`src/rtl/load_store_unit.sv`:
```
// Multi-cycle load/store unit: one CPU request at a time, driven onto a req/ack memory bus
// with lane-aligned data and byte enables; load data is extracted and sign/zero-extended.
module load_store_unit #(
    parameter int XLEN    = 32,
    parameter int TIMEOUT = 15
) (
    input  logic              clock,
    input  logic              reset,
    input  logic              req_valid,
    output logic              req_ready,
    input  logic              req_we,
    input  logic [2:0]        req_funct3,
    input  logic [XLEN-1:0]   req_addr,
    input  logic [XLEN-1:0]   req_wdata,
    output logic              resp_valid,
    output logic [XLEN-1:0]   resp_rdata,
    output logic [1:0]        resp_err,
    output logic              mem_req,
    output logic              mem_we,
    output logic [XLEN-1:0]   mem_addr,
    output logic [XLEN/8-1:0] mem_be,
    output logic [XLEN-1:0]   mem_wdata,
    input  logic              mem_ack,
    input  logic [XLEN-1:0]   mem_rdata,
    output logic [1:0]        dbg_state
);
    localparam int NB   = XLEN / 8;
    localparam int OFFW = $clog2(NB);
    localparam logic [31:0] TO_LAST = (TIMEOUT > 0) ? 32'(TIMEOUT - 1) : 32'd0;

    typedef enum logic [1:0] {S_IDLE = 2'd0, S_BUS = 2'd1, S_RESP = 2'd2} state_e;

    state_e            state_q, state_d;
    logic [1:0]        size_q;
    logic              uns_q;
    logic [OFFW-1:0]   off_q;
    logic [31:0]       cnt_q;
    logic              mem_we_q;
    logic [XLEN-1:0]   mem_addr_q, mem_wdata_q, resp_rdata_q;
    logic [NB-1:0]     mem_be_q;
    logic [1:0]        resp_err_q;

    // Mask covering the low 8<<size bits; a shift of XLEN or more yields all ones.
    function automatic logic [XLEN-1:0] size_mask(input logic [1:0] size);
        logic [6:0] nbits;
        nbits = 7'd8 << size;
        return ~({XLEN{1'b1}} << nbits);
    endfunction

    logic            accept, illegal, misaligned, req_fault, timeout_hit;
    logic [1:0]      req_size, req_err;
    logic [OFFW-1:0] req_off;
    logic [NB-1:0]   be_base, be_d;
    logic [XLEN-1:0] wdata_d, ld_shift, ld_mask, ld_ext;
    logic            ld_sign;

    always_comb begin
        req_size = req_funct3[1:0];
        req_off  = req_addr[OFFW-1:0];
        accept   = req_valid && req_ready;
        illegal  = 1'b1;
        if (req_we) begin
            if (req_funct3 inside {3'b000, 3'b001, 3'b010}) illegal = 1'b0;
            if (XLEN == 64 && req_funct3 == 3'b011)           illegal = 1'b0;
        end else begin
            if (req_funct3 inside {3'b000, 3'b001, 3'b010, 3'b100, 3'b101}) illegal = 1'b0;
            if (XLEN == 64 && req_funct3 inside {3'b011, 3'b110})           illegal = 1'b0;
        end
        case (req_size)
            2'd1:    misaligned = req_addr[0];
            2'd2:    misaligned = |req_addr[1:0];
            2'd3:    misaligned = |req_addr[2:0];
            default: misaligned = 1'b0;
        endcase
        // Illegal encoding takes precedence over alignment.
        req_err   = illegal ? 2'b11 : (misaligned ? 2'b01 : 2'b00);
        req_fault = (req_err != 2'b00);
        case (req_size)
            2'd0:    be_base = NB'(8'h01);
            2'd1:    be_base = NB'(8'h03);
            2'd2:    be_base = NB'(8'h0F);
            default: be_base = NB'(8'hFF);
        endcase
        be_d    = be_base << req_off;
        wdata_d = (req_wdata & size_mask(req_size)) << {req_off, 3'b000};

        ld_shift = mem_rdata >> {off_q, 3'b000};
        ld_mask  = size_mask(size_q);
        ld_sign  = |(ld_shift & ld_mask & ~(ld_mask >> 1));
        ld_ext   = (ld_shift & ld_mask) | ((ld_sign && !uns_q) ? ~ld_mask : '0);

        timeout_hit = (TIMEOUT > 0) && (cnt_q == TO_LAST);
    end

    always_ff @(posedge clock) begin
        if (reset) state_q <= S_IDLE;
        else       state_q <= state_d;
    end

    always_comb begin
        state_d = state_q;
        case (state_q)
            S_IDLE:  if (accept) state_d = req_fault ? S_RESP : S_BUS;
            S_BUS:   if (mem_ack || timeout_hit) state_d = S_RESP;
            S_RESP:  state_d = S_IDLE;
            default: state_d = S_IDLE;
        endcase
    end

    always_comb begin
        req_ready  = (state_q == S_IDLE) && !reset;
        mem_req    = (state_q == S_BUS);
        resp_valid = (state_q == S_RESP);
        dbg_state  = state_q;
    end

    always_ff @(posedge clock) begin
        if (reset) begin
            size_q       <= '0;
            uns_q        <= 1'b0;
            off_q        <= '0;
            cnt_q        <= '0;
            mem_we_q     <= 1'b0;
            mem_addr_q   <= '0;
            mem_be_q     <= '0;
            mem_wdata_q  <= '0;
            resp_rdata_q <= '0;
            resp_err_q   <= 2'b00;
        end else if (state_q == S_IDLE && accept) begin
            size_q <= req_size;
            uns_q  <= req_funct3[2];
            off_q  <= req_off;
            cnt_q  <= '0;
            if (req_fault) begin
                resp_err_q   <= req_err;
                resp_rdata_q <= '0;
            end else begin
                mem_we_q    <= req_we;
                mem_addr_q  <= {req_addr[XLEN-1:OFFW], {OFFW{1'b0}}};
                mem_be_q    <= be_d;
                mem_wdata_q <= req_we ? wdata_d : '0;
            end
        end else if (state_q == S_BUS) begin
            cnt_q <= cnt_q + 32'd1;
            if (mem_ack || timeout_hit) begin
                resp_err_q   <= mem_ack ? 2'b00 : 2'b10;
                resp_rdata_q <= (mem_ack && !mem_we_q) ? ld_ext : '0;
                mem_we_q     <= 1'b0;
                mem_addr_q   <= '0;
                mem_be_q     <= '0;
                mem_wdata_q  <= '0;
            end
        end
    end

    assign mem_we     = mem_we_q;
    assign mem_addr   = mem_addr_q;
    assign mem_be     = mem_be_q;
    assign mem_wdata  = mem_wdata_q;
    assign resp_rdata = resp_rdata_q;
    assign resp_err   = resp_err_q;
endmodule

```
`config.mk`:
```
export PLATFORM = sky130hd
export DESIGN_NAME = load_store_unit
export DESIGN_NICKNAME = d
export VERILOG_FILES = /design/src/rtl/load_store_unit.sv
export SDC_FILE = /design/constraint.sdc
export NUM_CORES = 1
export LEC_CHECK = 0
export CAP_MARGIN = 30
export CORE_MARGIN = 2
export CORE_UTILIZATION = 51
export DETAILED_ROUTE_END_ITERATION = 10
export GPL_ROUTABILITY_DRIVEN = 0
export HOLD_SLACK_MARGIN = 0.06
export PLACE_DENSITY = 0.87
export SYNTH_ARGS = -nofsm -noshare
export SYNTH_HDL_FRONTEND = slang
export SYNTH_SLANG_ARGS = --single-unit
```
`constraint.sdc`:
```
create_clock -name clock -period 6.3 [get_ports clock]
set_clock_uncertainty 0.15 [all_clocks]
set_input_delay 1.89 -clock clock [delete_from_list [all_inputs] [get_ports clock]]
set_output_delay 1.89 -clock clock [all_outputs]
set_load 0.005 [all_outputs]
```
==> results.ini, run 1 <==
[placement]
place_ws_ns=1.137
dp_hpwl_um=13320
port_buffers=209

[yosys]
netlist.area_leader.share_pct=40.41
ys_ff_latch=140
synth_ff_type=dfxtp_1
synth_cell_type_count=58
synth_edf_count=0
yosysWarnings=0
synth_area_leaders=dfxtp_1 40%, mux2i_1 16%, nand2_1 11%
synth_area_mm2=0.006935
synthArstFlopShare_pct=0
avgSynthCellArea_um2=8.680
yosysSeqAreaShare_pct=40.41
synthCells=799
yosysTopAreaCell=dfxtp_1

[die]
die_x_um=120.6
start_util_pct=52.37
die_area_mm2=0.01455
core_area_mm2=0.01324
die_height_um=120.6
io_pins=212
rows=42

[setup_path]
cp_max_fo=9
slowest_delay_ns=0.52
cp_slowest_cell=clkdlybuf4s50_1
crit_top_cell=clkdlybuf4s50_1
cp.depth=4
cp.arrival_ns=3.13
setup.worst_path.class=in -> out
rr_worst_depth=8
cp-end-kind=primary output
startpoint_type=input pin
crit_chain=clkdlybuf4s50_1 > buf_4 > nor3_1 > clkdlybuf4s50_1
cp.required_ns=4.26
path_delay_family=buffers and inverters
path_buf_inv=3
reg2reg_slack_ns=3.69

[power_and_ir_drop]
peakVddDrop_mv=0.2170
leakage_nw=3.909
powerDensity_mw_per_mm2=228.8

[finish]
num-nets-final=1087
seqCellArea_mm2=0.002803
multi_input_area_mm2=0.003811
antennaDiodeCount=0
final_layout_size_suffix_gt1_share_pct=8.359
fillers=1018
syn2layout_area_growth_pct=40.10

[timing]
setup_viol=0
fin_crit_sh_pct=82.00
timing.final.max_slew_violations=0
layout_min_cycle_time_ns=5.166
tightest_slew_ns=0.9462
hold_ws_ns=0.3089
fin_tns_setup_ns=0
final-hold-violation-count=0
rsz0062_at_grt=no
fmax_mhz=193.6
postLayoutSetupSlackWorst_ns=1.134
maxSlewHeadroom_pct=36.78

[status]
status=complete, no violations

[grt]
grt-ovfl-total=0
grt_antenna_before_repair=0
grt_max_degree=80
grt_pass1_vias=6214
grt_pass1_wl_um=30420
groute.usage.overall_pct=26.21

[worst_hold_path]
whs_path_depth=2
hold_class=reg -> reg

[routing]
drt_pass1_iterations=5
vias=6382
drtIter0Drc=519
viasPerCell=5.459
finalWirelength_um=19060
drc_errors=0
final_antenna_net_count=0
wl_per_cell_um=16.30

[flow_run]
cap_violations=0

[cts]
clk_pin_slew_worst_paths_ns=0.06
cts.root.buffer_cell=clkbuf_16
cts-resized-gates=0
clk_latency_ns=0.42
htree_levels=4
clkSinkCount=140
cts_tree=done
cts_setup_buffers=0
hold_buffers=0
cts-buffers-inserted=17
clockBufferDepth=2

==> worst min-delay path, cell delays in order, from the launching register on <==
cell	delay (ns)
dfxtp_1	0.30
nand2_1	0.05
mux2i_1	0.06
==> metal layers <==
layer  part of all wire [%]  wire (um)  GRT usage [%]  vias to the layer above
met5                      0          0              0                        -
met4                    1.9        366          9.302                        0
met3                    8.1       1552          9.623                       32
met2                     49       9293          43.33                      227
met1                     41       7845          31.26                     3012
li1                       -          -              -                     3111
==> cells in the mapped netlist (all sizes together), types with 8 or more instances <==
library cell  instances
nand2               204
dfxtp               140
mux2i               108
nor2                 42
clkbuf               31
o21ai                31
buf                  30
a21oi                26
xor2                 26
mux2                 24
nand4                18
nand3                14
nor3                 11
a22oi                 9
a22o                  8
nor4                  8
o211ai                8
o22ai                 8
==> logic make-up after synthesis <==
kind of cell               synth area share [%]
muxes                                     19.81
xor gates and xnor gates                  3.915
AOI/OAI and AO/OA                         9.309
adders and majority gates                0.3608
buffers and inverters                     4.799
and+or+nand+nor                           21.34
DFF                                       40.41
other                                   0.05407
==> cell type report <==
cell class / instances / share of cell area, %
repair buffers: 223 / 23.28
inverters: 5 / 0.2060
clock buffers: 20 / 4.700
well taps: 176 / 2.266
multi-input cells: 594 / 39.22
clock inverters: 11 / 1.481
flip-flops and latches: 140 / 28.84
==> worst paths after layout <==
check	start	end
hold / removal	mem_wdata[27]$_SDFFE_PP0P_	mem_wdata[27]$_SDFFE_PP0P_
hold reg to reg	mem_wdata[27]$_SDFFE_PP0P_	mem_wdata[27]$_SDFFE_PP0P_
setup reg to reg	cnt_q[0]$_SDFFE_PP0P_	mem_addr[26]$_SDFFE_PP0P_
setup / recovery	reset	req_ready
==> registers in the layout, indices dropped and copies added, names as in the netlist, 4 cells and up <==
name,flops
cnt_q,32
mem_wdata,32
resp_rdata,32
mem_be,4
mem_addr,30
==> report_power, final <==
group	total [mW]	internal, mW	switching, mW
Combinational	0.291	0.155	0.137
Sequential	0.914	0.901	0.0129
Clock	1.02	0.640	0.378
Total	2.22	1.70	0.528
==> metrics by stage <==
| step | utilization, % | area (um^2) | power, mW | instances |
|---|---|---|---|---|
| 2_1_floorplan | - | 6939 | 1.087 | 800 |
| 3_3_place_gp | 68.37 | 9054 | 1.212 | 1135 |
| 3_5_place_dp | 68.84 | 9116 | 1.221 | 1138 |
| 4_1_cts | 73.37 | 9717 | 2.236 | 1169 |
| 5_1_grt | 73.37 | 9717 | 2.299 | 1169 |
| 6_report | 73.37 | 9717 | 2.223 | 1169 |
==> placed cells by master, fill, tap and decap left out, types with 10 or more instances in the layout <==
cell,synthesis,layout
clkdlybuf4s50_1,0,209
nand2_1,203,203
dfxtp_1,140,140
mux2i_1,108,108
nor2_1,41,41
o21ai_0,31,31
xor2_1,26,26
a21oi_1,25,25
mux2_2,23,23
nand4_1,18,18
clkbuf_16,0,17
nand3_1,14,14
nor3_1,10,10
buf_4,6,10
Power figures use the tool's default switching activity.
==> run 2: changes to the inputs <==
--- a/config.mk
+++ b/config.mk
@@ -7,11 +7,11 @@
 export LEC_CHECK = 0
 export CAP_MARGIN = 30
 export CORE_MARGIN = 2
-export CORE_UTILIZATION = 51
+export CORE_UTILIZATION = 47
 export DETAILED_ROUTE_END_ITERATION = 10
 export GPL_ROUTABILITY_DRIVEN = 0
 export HOLD_SLACK_MARGIN = 0.06
-export PLACE_DENSITY = 0.87
+export PLACE_DENSITY = 0.81
 export SYNTH_ARGS = -nofsm -noshare
 export SYNTH_HDL_FRONTEND = slang
 export SYNTH_SLANG_ARGS = --single-unit
==> constraint.sdc (replaced) <==
create_clock -name clock -period 5 [get_ports clock]
set_clock_uncertainty 0.15 [all_clocks]
set_input_delay 1.5 -clock clock [delete_from_list [all_inputs] [get_ports clock]]
set_output_delay 1.5 -clock clock [all_outputs]
set_load 0.005 [all_outputs]
==> results.ini, run 2 (synthesis results as in run 1) <==
[cts]
clk_pin_slew_worst_paths_ns=0.06  ; about the same
hold_buffers=0  ; unchanged
clk_latency_ns=0.41  ; about the same
cts-buffers-inserted=17  ; unchanged
cts.root.buffer_cell=clkbuf_16
htree_levels=4  ; unchanged
clkSinkCount=140  ; unchanged
cts_setup_buffers=0  ; unchanged
cts_tree=done
clockBufferDepth=2  ; unchanged
cts-resized-gates=0  ; unchanged

[timing]
maxSlewHeadroom_pct=34.46  ; -2.3 points
final-hold-violation-count=0  ; unchanged
layout_min_cycle_time_ns=4.415
fmax_mhz=226.5
tightest_slew_ns=0.9809  ; +0.03470 ns
setup_viol=0  ; unchanged
hold_ws_ns=0.3089  ; -0.00006100 ns
rsz0062_at_grt=no
timing.final.max_slew_violations=0  ; unchanged
fin_crit_sh_pct=88.30
fin_tns_setup_ns=0  ; unchanged

[die]
die_area_mm2=0.01574  ; +8.2%
die_height_um=125.5  ; +4.0%
io_pins=212  ; unchanged
die_x_um=125.5  ; +4.0%
rows=44  ; +4.8%
core_area_mm2=0.01448  ; +9.3%
start_util_pct=47.90  ; -4.5 points

[power_and_ir_drop]
leakage_nw=3.893  ; -0.42%
total_power_mw=2.779  ; +25%
powerDensity_mw_per_mm2=286.3  ; +25%
peakVddDrop_mv=0.2369  ; +9.2%

[setup_path]
cp-end-kind=primary output
setup.worst_path.class=in -> out
cp_max_fo=4  ; -5
startpoint_type=input pin
cp.required_ns=3.35  ; -0.91 ns
cp.arrival_ns=2.76  ; -0.37 ns
reg2reg_slack_ns=1.88  ; -1.81 ns

[routing]
final_antenna_net_count=0  ; unchanged
wl_per_cell_um=16.20  ; -0.61%
vias=6396  ; +0.22%
finalWirelength_um=19150  ; +0.50%
viasPerCell=5.411  ; -0.88%
drc_errors=0  ; unchanged
drtIter0Drc=457  ; -12%
drt_pass1_iterations=6  ; +1

[worst_hold_path]
hold_class=reg -> reg

[finish]
antennaDiodeCount=0  ; unchanged
final_layout_size_suffix_gt1_share_pct=8.918  ; +0.56 points
final_cell_mix=209 x clkdlybuf4s50_1, 203 x nand2_1, 140 x dfxtp_1
mostFrequentLayoutCell=clkdlybuf4s50_1
fillers=1206  ; +18%
syn2layout_area_growth_pct=39.96
num-nets-final=1091  ; +0.37%

[grt]
grt-ovfl-total=0  ; unchanged
grt_pass1_vias=6175  ; -0.63%
grt_pass1_wl_um=31210  ; +2.6%
groute.usage.overall_pct=24.29  ; -1.9 points
grt_max_degree=81  ; +1.3%
grt_antenna_before_repair=0  ; unchanged

[status]
status=complete, no violations

[flow_run]
cap_violations=0  ; unchanged

[placement]
dp_hpwl_um=13390  ; +0.52%
port_buffers=209  ; unchanged

run 2: cell type report:
class	instances	area [um^2]	share of cell area [%]
clock inverters	13	142.6	1.469
repair buffers	227	2247	23.15
multi-input cells	594	3811	39.26
well taps	184	230.2	2.372
clock buffers	19	452.9	4.666
inverters	5	20.02	0.2062
flip-flops and latches	140	2803	28.87
run 2: power by group:
part | internal, mW | switching (mW)
combinational | 0.193 | 0.174
clock | 0.762 | 0.499
sequential | 1.14 | 0.0154
run 2: path summary, 6_finish.rpt:
path | start | end | cells past startpoint
worst min-delay path | mem_wdata[14]$_SDFFE_PP0P_ | mem_wdata[14]$_SDFFE_PP0P_ | 2
worst min register to register | mem_wdata[14]$_SDFFE_PP0P_ | mem_wdata[14]$_SDFFE_PP0P_ | 2
worst max register to register | cnt_q[0]$_SDFFE_PP0P_ | mem_addr[9]$_SDFFE_PP0P_ | 8
worst max-delay path | reset | req_ready | 3
run 2: worst max-delay path: stages:
cell and delay, ns:
clkdlybuf4s50_1 0.55, nor3_1 0.19, clkdlybuf4s50_1 0.53
run 2: through the flow:
| step | setup slack [ns] | util (%) | area (um^2) | cells |
|---|---|---|---|---|
| after global routing | 0.4801 | 67.04 | 9707 | 1182 |
| final | 0.5852 | 67.04 | 9707 | 1182 |
| after global placement | 0.4930 | 62.69 | 9076 | 1148 |
| after CTS | 0.5751 | 66.99 | 9699 | 1181 |
| after detailed placement | 0.4187 | 62.88 | 9104 | 1149 |
| after floorplan | 1.570 | - | 6939 | 800 |
run 2: metal layers:
layer / part of all wire (%) / global-route usage [%] / vias to the layer above
met4: 2.0 / 8.758 / 0
met2: 46 / 38.92 / 238
met1: 44 / 30.86 / 3004
met5: 0 / 0 / -
met3: 8.0 / 7.617 / 29
li1: - / - / 3125
==> run 3: changes to the inputs <==
--- a/config.mk
+++ b/config.mk
@@ -5,7 +5,7 @@
 export SDC_FILE = /design/constraint.sdc
 export NUM_CORES = 1
 export LEC_CHECK = 0
-export CAP_MARGIN = 30
+export CAP_MARGIN = 20
 export CORE_MARGIN = 2
 export CORE_UTILIZATION = 47
 export DETAILED_ROUTE_END_ITERATION = 10
==> results.ini, run 3 (synthesis results as in run 1) <==
[status]
status=complete, no violations

[cts]
clkSinkCount=140  ; unchanged
cts-buffers-inserted=17  ; unchanged
hold_buffers=0  ; unchanged
clockBufferDepth=2  ; unchanged
htree_levels=4  ; unchanged
cts-resized-gates=0  ; unchanged
clk_latency_ns=0.42  ; about the same
cts_tree=done
cts_setup_buffers=0  ; unchanged
clk_pin_slew_worst_paths_ns=0.06  ; about the same
cts.root.buffer_cell=clkbuf_16

[grt]
grt_pass1_vias=6057  ; -1.9%
grt_antenna_before_repair=0  ; unchanged
grt_pass1_wl_um=30780  ; -1.4%
groute.usage.overall_pct=24.03  ; -0.26 points
grt-ovfl-total=0  ; unchanged
grt_max_degree=106  ; +31%

[setup_path]
cp-end-kind=primary output
setup.worst_path.class=in -> out
cp_slowest_cell=clkdlybuf4s50_1
crit_chain=clkdlybuf4s50_1 > nor3_1 > clkdlybuf4s50_1
path_buf_inv=2  ; unchanged
cp.arrival_ns=2.78  ; +0.02 ns
path_delay_family=buffers and inverters
cp.required_ns=3.35  ; about the same
slowest_delay_ns=0.56  ; about the same
cp_max_fo=4  ; unchanged
crit_top_cell=clkdlybuf4s50_1
startpoint_type=input pin

[routing]
viasPerCell=5.345  ; -1.2%
finalWirelength_um=19100  ; -0.30%
vias=6313  ; -1.3%
final_antenna_net_count=0  ; unchanged
drt_pass1_iterations=4  ; -2
wl_per_cell_um=16.17  ; -0.21%
drtIter0Drc=467  ; +2.2%
drc_errors=0  ; unchanged

[power_and_ir_drop]
pwr-share-comb_pct=12.4  ; -0.8 points
pwr-share-clk_pct=48.6  ; +3.2 points
intPower_mw=2.281  ; +9.1%
p_sw_mw=0.6701  ; -2.7%
p_sw_share_pct=22.71  ; -2.1 points
sequentialPowerShare_pct=39.0  ; -2.4 points
leakage_nw=3.932  ; +1.0%
peakVddDrop_mv=0.2340  ; -1.2%
powerDensity_mw_per_mm2=301.7  ; +5.4%

[die]
die_height_um=125.5  ; unchanged
io_pins=212  ; unchanged
die_area_mm2=0.01574  ; unchanged
rows=44  ; unchanged
die_x_um=125.5  ; unchanged
start_util_pct=47.90  ; unchanged
core_area_mm2=0.01448  ; unchanged

[placement]
place_ws_ns=0.4152  ; -0.003483 ns
port_buffers=209  ; unchanged
detailed_place.area_mm2=0.009076  ; -0.30%
dp_hpwl_um=13300  ; -0.65%

[finish]
num-nets-final=1090  ; -0.092%
utilization_pct=67.57  ; +0.53 points
antennaDiodeCount=0  ; unchanged
syn2layout_area_growth_pct=41.06
final_cell_mix=209 x clkdlybuf4s50_1, 203 x nand2_1, 140 x dfxtp_1
mostFrequentLayoutCell=clkdlybuf4s50_1
stdcell_area_mm2=0.009783  ; +0.79%
final_layout_size_suffix_gt1_share_pct=8.726  ; -0.19 points

[timing]
maxSlewHeadroom_pct=28.63  ; -5.8 points
layout_min_cycle_time_ns=4.428  ; +0.01302 ns
postLayoutSetupSlackWorst_ns=0.5722  ; -0.01302 ns
fin_crit_sh_pct=88.56  ; +0.26 points
fin_tns_setup_ns=0  ; unchanged
tightest_slew_ns=1.068  ; +0.08745 ns
setup_viol=0  ; unchanged
rsz0062_at_grt=no
final-hold-violation-count=0  ; unchanged
timing.final.max_slew_violations=0  ; unchanged
fmax_mhz=225.8  ; -0.29%

[worst_hold_path]
hold_class=reg -> reg

[flow_run]
cap_violations=0  ; unchanged

[run 3: cell count changes in the layout (fill, tap and decap cells not counted)]
cell        change
buf_4           -1
bufinv_16       +3
clkbuf_1        +1
clkbuf_8        +3
clkinv_2        -2
clkinv_4        -2
clkinvlp_4      -2
inv_6           -1
[run 3: area by class of cell]
type,instances,area [um^2]
fillers,1193,4696
multi-input cells,594,3811
flip-flops and latches,140,2803
repair buffers,226,2240
clock buffers,23,498.0
well taps,184,230.2
clock inverters,9,181.4
inverters,5,20.02
[run 3: worst min-delay path: stages, from the launching register on]
cell	delay (ns)
dfxtp_1	0.31
nand2_1	0.05
mux2i_1	0.05
[run 3: metal layers]
metal  up-vias  wire [um]  part of all wire, %  GRT usage, %
met5         -          0                    0             0
met3        19       1683                  8.8         8.387
li1       3126          -                    -             -
met2       240       8832                   46         38.60
met1      2928       8286                   43         30.49
met4         0        293                  1.5         7.255
[run 3: through the flow]
| stage | cells | hold WS, ns | total power [mW] |
|---|---|---|---|
| after floorplan | 800 | 0.2941 | 1.370 |
| after global placement | 1148 | 0.2927 | 1.534 |
| after detailed placement | 1148 | 0.3014 | 1.535 |
| after global routing | 1181 | 0.3302 | 3.055 |
| after CTS | 1180 | 0.3118 | 2.971 |
| final | 1181 | 0.3071 | 2.951 |
[run 3: final timing paths]
| kind | from | end | slack, ns | cells past startpoint |
|---|---|---|---|---|
| worst max-delay path | reset | req_ready | 0.57 | 3 |
| worst min-delay path | mem_addr[31]$_SDFFE_PP0P_ | mem_addr[31]$_SDFFE_PP0P_ | 0.31 | 2 |
| worst max register to register | cnt_q[0]$_SDFFE_PP0P_ | mem_addr[9]$_SDFFE_PP0P_ | 1.89 | 8 |
| worst min register to register | mem_addr[31]$_SDFFE_PP0P_ | mem_addr[31]$_SDFFE_PP0P_ | 0.31 | 2 |
[run 3: power groups by stage]
stage	Clock [mW]	Sequential (mW)	Combinational, mW
final	1.43	1.15	0.366
after global routing	1.51	1.15	0.394
after detailed placement	0	1.17	0.360
after global placement	0	1.17	0.360
after floorplan	0	1.17	0.199
after CTS	1.46	1.15	0.363
